File: config.mk
export PLATFORM = sky130hd
export DESIGN_NAME = descrambler_51bit_order49
export DESIGN_NICKNAME = d
export VERILOG_FILES = /design/src/rtl/descrambler_51bit_order49.sv
export SDC_FILE = /design/constraint.sdc
export NUM_CORES = 1
export LEC_CHECK = 0
export CORE_MARGIN = 2
export CORE_UTILIZATION = 50
export CTS_CLUSTER_SIZE = 10
export DETAILED_ROUTE_END_ITERATION = 12
export PLACE_DENSITY = 0.79
export SKIP_CTS_REPAIR_TIMING = 1
export SLEW_MARGIN = 20
export SYNTH_ARGS = -nofsm -noshare
export SYNTH_HDL_FRONTEND = slang
export SYNTH_SLANG_ARGS = --single-unit
File: constraint.sdc
create_clock -name clock -period 3 [get_ports clock]
set_input_delay 0.45 -clock clock [delete_from_list [all_inputs] [get_ports clock]]
set_output_delay 0.45 -clock clock [all_outputs]
set_load 0.01 [all_outputs]
File: src/rtl/descrambler_51bit_order49.sv
// Self-synchronising descrambler for 51-bit frames with taps at 40 and 49 bits back.
// The output is registered, and data_valid rises once PRIME_FRAMES frames of history have been absorbed.
module descrambler_51bit_order49 #(
  parameter logic [50:0] INIT_SEED    = 51'h7f1835baaca14,
  parameter int unsigned PRIME_FRAMES = 1
) (
  input  logic        clock,
  input  logic        reset,
  input  logic        enable,
  input  logic        bypass,
  input  logic [50:0] data_in,
  output logic [50:0] data_out,
  output logic        data_valid
);

  // state | meaning
  // PRIME | history not yet trusted, counting enabled frames
  // RUN   | history primed, data_valid held high until reset
  typedef enum logic {PRIME, RUN} state_t;

  localparam logic [3:0] PRIME_LAST = 4'(PRIME_FRAMES - 1);

  state_t      state;
  logic [3:0]  prime_cnt;
  // Bits 0 and 1 of the previous frame are never tapped, so they are not stored.
  logic [50:2] hist;
  logic [50:0] d;

  for (genvar i = 0; i < 51; i++) begin : g_bit
    if (i < 40) begin : g_hist
      assign d[i] = data_in[i] ~^ hist[i+11] ~^ hist[i+2];
    end else if (i < 49) begin : g_mix
      assign d[i] = data_in[i] ~^ data_in[i-40] ~^ hist[i+2];
    end else begin : g_cur
      assign d[i] = data_in[i] ~^ data_in[i-40] ~^ data_in[i-49];
    end
  end

  always_ff @(posedge clock) begin
    if (reset) begin
      hist       <= INIT_SEED[50:2];
      data_out   <= '0;
      data_valid <= 1'b0;
      prime_cnt  <= '0;
      state      <= PRIME;
    end else if (enable) begin
      hist     <= data_in[50:2];
      data_out <= bypass ? data_in : d;
      case (state)
        PRIME: begin
          data_valid <= 1'b0;
          if (prime_cnt == PRIME_LAST) state <= RUN;
          if (prime_cnt != 4'hf) prime_cnt <= prime_cnt + 4'd1;
        end
        RUN: data_valid <= 1'b1;
        default: state <= PRIME;
      endcase
    end
  end

endmodule

==> impl_results.md <==
- Max Freq: approximately 570 MHz
- CP delay by family, top: buffers and inverters
- Htree depth: 3
- Final instance area: approximately 6100 um^2
- Least-Margin Pin Slew: 0.626 ns
- Row Count: 36
- Seq/Total Area, Yosys: between 40% and 50%
- Root Driver: clkbuf_8
- Hold path depth: 2
- Data arrival, critical path: 1.30 ns
- Synth-to-layout area growth: 25.9%
- Worst setup SP type: flip-flop
- Worst skew pair latency: around 0.36 ns
- Comb power frac: between 10% and 20%
- Slowest stage delay, CP: around 0.56 ns
- Sequential share of power: 51.4%
- Post-Syn Area: 4880 um^2
- Crit. End Element: output pin
- Maximum number of pins on one net before global-route repair: 97
- VDD IR-drop max: between 0.2 and 0.3 mV
- Initial antenna violation count: 0
- Syn avg cell area: slightly above 9 um^2
- Hold Path Class: reg -> reg
- Commonest non-fill, non-tap cell in the layout: dfxtp_1
- Starting DRT DRC Count: 240
- Area of the die: ~11000 um^2
- CTS tree: yes
- Leakage power total: 2.18 nW
- I/O Pins: ~110
- # Max-Cap Violations: 0
- Int Pwr: ~0.0023 W
- Sw Share: 27.2%
- Critical Path Slowest Stage Cell: clkdlybuf4s50_1
- GP Congestion: between 0.8 and 0.9
- Critical-path maximum fanout: 2
- DIE HEIGHT: about 100 um
- Post-synthesis adder-cell area fraction: less than 1%
- Die X: around 100 um
- Post-synthesis compound-gate area fraction: roughly a fifth
- Clk_skew: 0.00939 ns
- Flop-to-flop setup slack: 1.60 ns
- Core Box Area: between 9000 and 10000 um^2
- DRC viols: 0
- First-pass GRT wire length: 19200 um
- Post-Synth XOR/XNOR Area: a little under a tenth
- Relative slew slack: between 50% and 60%
- Total track usage: 23.1%
- Layout Nets: around 660
- Seq. cell area: approximately 2100 um^2
- Setup TNS: 0 ns
- CP cell instances: clkdlybuf4s50_1
- Fin. max-slew vios: 0
- Starting Density: just over 50%
- Final setup fails: 0
- Number of fill cells: 842
- Drt wl/cell: ~16 um
- Clock Tree Buf Depth: 2
- Final hold violations: 0
- Net Sw Power: ~0.00085 W
- Clk pwr share: between 20% and 30%
- Post-Synth Simple-Gate Area: ~17%
- Final wirelength: 12100 um
- Synth unique cells: 26
- Outcome: complete, no violations
- Place WS: 1.11 ns
- Fraction of layout cells with a size suffix above 1: under 10%
- R2R Path End: prime_cnt[0]
- Clock tree sinks: 106
- Minimum clock period: between 1.5 and 2 ns
- Syn. warnings: 0
- Hold endpoint: data_out[46]
- Reg2reg start: prime_cnt[0]
- Diode count: 0
- CP Buf/Inv Count: 1
- Clock-pin transition on the worst setup and hold timing paths: roughly 0.09 ns
- 1st-pass router iterations: 4
- Critical path type: reg -> out
- PD cells: ~510 nW/um^2
- #FFs+latches synth: ~110
- Mux cell area share after synthesis: under 10%
- Post-synth top area share: around 44%
- Synth area leader: dfxtp_1
- Fin crit share: between 50 and 60%
- Area of the multi-input gates: ~2500 um^2
- Largest family of logic cells by synthesized area: compound AO/OA/AOI/OAI gates
- Port bufs: between 100 and 150
- Vias: 4210
- RSZ-0062 raised after global routing: no
- PnR worst setup slack: 1.25 ns
- Final HPWL from detailed placement: ~8400 um
- Post-route ant nets: 0
- Post-Syn Instances: between 500 and 600
- Vias in the first global route: between 3000 and 4000
- Reg2Reg Depth: 3
- Syn nets: between 500 and 600
- Area after DPL: just under 6000 um^2
- Vias per cell: 5.67
- Total grt overflow: 0
- Worst Hold Launch: data_out[46]
- CTS buffer count: 9
- Critical Path RT: roughly 2.6 ns
- Top cells by area, synth: dfxtp_1, a311oi_1, xnor2_1
- Most frequent cells in the layout: dfxtp_1, clkdlybuf4s50_1, nor2_1
==> worst min-delay path: stages (launching register included) <==
cell	delay (ns)
dfxtp_1	0.32
nor2_1	0.08
a311oi_1	0.05
==> power groups by stage <==
stage          combinational, W  clock, W  sequential [W]
3_3_place_gp           0.000579         0         0.00163
2_1_floorplan          0.000326         0         0.00163
3_5_place_dp           0.000598         0         0.00163
6_report               0.000600  0.000912         0.00160
4_1_cts                0.000602  0.000924         0.00160
5_1_grt                0.000664  0.000974         0.00161
==> routing by layer <==
| layer | wire length, um | share of wire (%) | GRT usage, % | up-vias |
|---|---|---|---|---|
| met5 | 0 | 0 | 0 | - |
| met4 | 188 | 1.6 | 7.19 | 0 |
| met3 | 635 | 5.2 | 2.71 | 13 |
| met2 | 5890 | 49 | 38.7 | 119 |
| met1 | 5380 | 44 | 31.4 | 2022 |
| li1 | - | - | - | 2056 |
==> cell usage after synthesis <==
cell type  instances
dfxtp_1          106
nor2_1            79
a311oi_1          51
o21ai_0           51
or3_1             51
xnor2_1           51
nor2b_1           27
a211o_1           26
mux2i_1           25
clkbuf_1          22
buf_2             13
buf_6              4
buf_4              3
nand2b_1           3
ha_1               2
inv_1              2
nor3_1             2
a211oi_1           1
a21oi_1            1
a31oi_1            1
a41oi_1            1
and4b_1            1
buf_1              1
mux2_2             1
nand3_1            1
nor4bb_1           1
==> per-stage QoR <==
stage	power, W	cells	utilization (%)	hold slack, ns
2_1_floorplan	0.00196	527	-	0.477
6_report	0.00311	743	63.7	0.484
5_1_grt	0.00325	743	63.7	0.505
3_3_place_gp	0.00221	727	61.6	0.471
3_5_place_dp	0.00223	727	61.6	0.476
4_1_cts	0.00313	743	63.7	0.489
==> cells by family (layout without fill, tap and decap cells) <==
family | after synthesis | in the layout
AOI/OAI and AO/OA | 132 | 132
muxes | 26 | 26
adders and majority gates | 2 | 2
DFF | 106 | 106
buffers and inverters | 45 | 128
and+or+nand+nor | 165 | 165
xor gates and xnor gates | 51 | 51
==> worst max-delay path by stage <==
| stage | cells after the start | startpoint | end | slack, ns |
|---|---|---|---|---|
| floorplan | 5 | enable | hist[41] | 1.64 |
| global placement | 4 | enable | hist[19] | 1.18 |
| detailed placement | 4 | enable | prime_cnt[0] | 1.11 |
| CTS | 1 | data_out[22] | data_out[22] | 1.25 |
| global route | 1 | data_out[5] | data_out[5] | 1.21 |
| finish | 1 | data_out[45] | data_out[45] | 1.25 |
==> state kept, by name (all words and copies together), names as in the netlist <==
register,cells
data_out,51
state,1
prime_cnt,4
hist,49
data_valid,1
==> layout make-up <==
cell class                 count  area share [%]
clock inverter                 4           0.815
multi-input combinational    376            41.2
inverter                       2           0.122
timing repair buffer         110            18.1
tap                          133            2.71
sequential                   106            34.6
clock buffer                  12            2.53
Note: power is estimated with default switching activity, not from simulation.
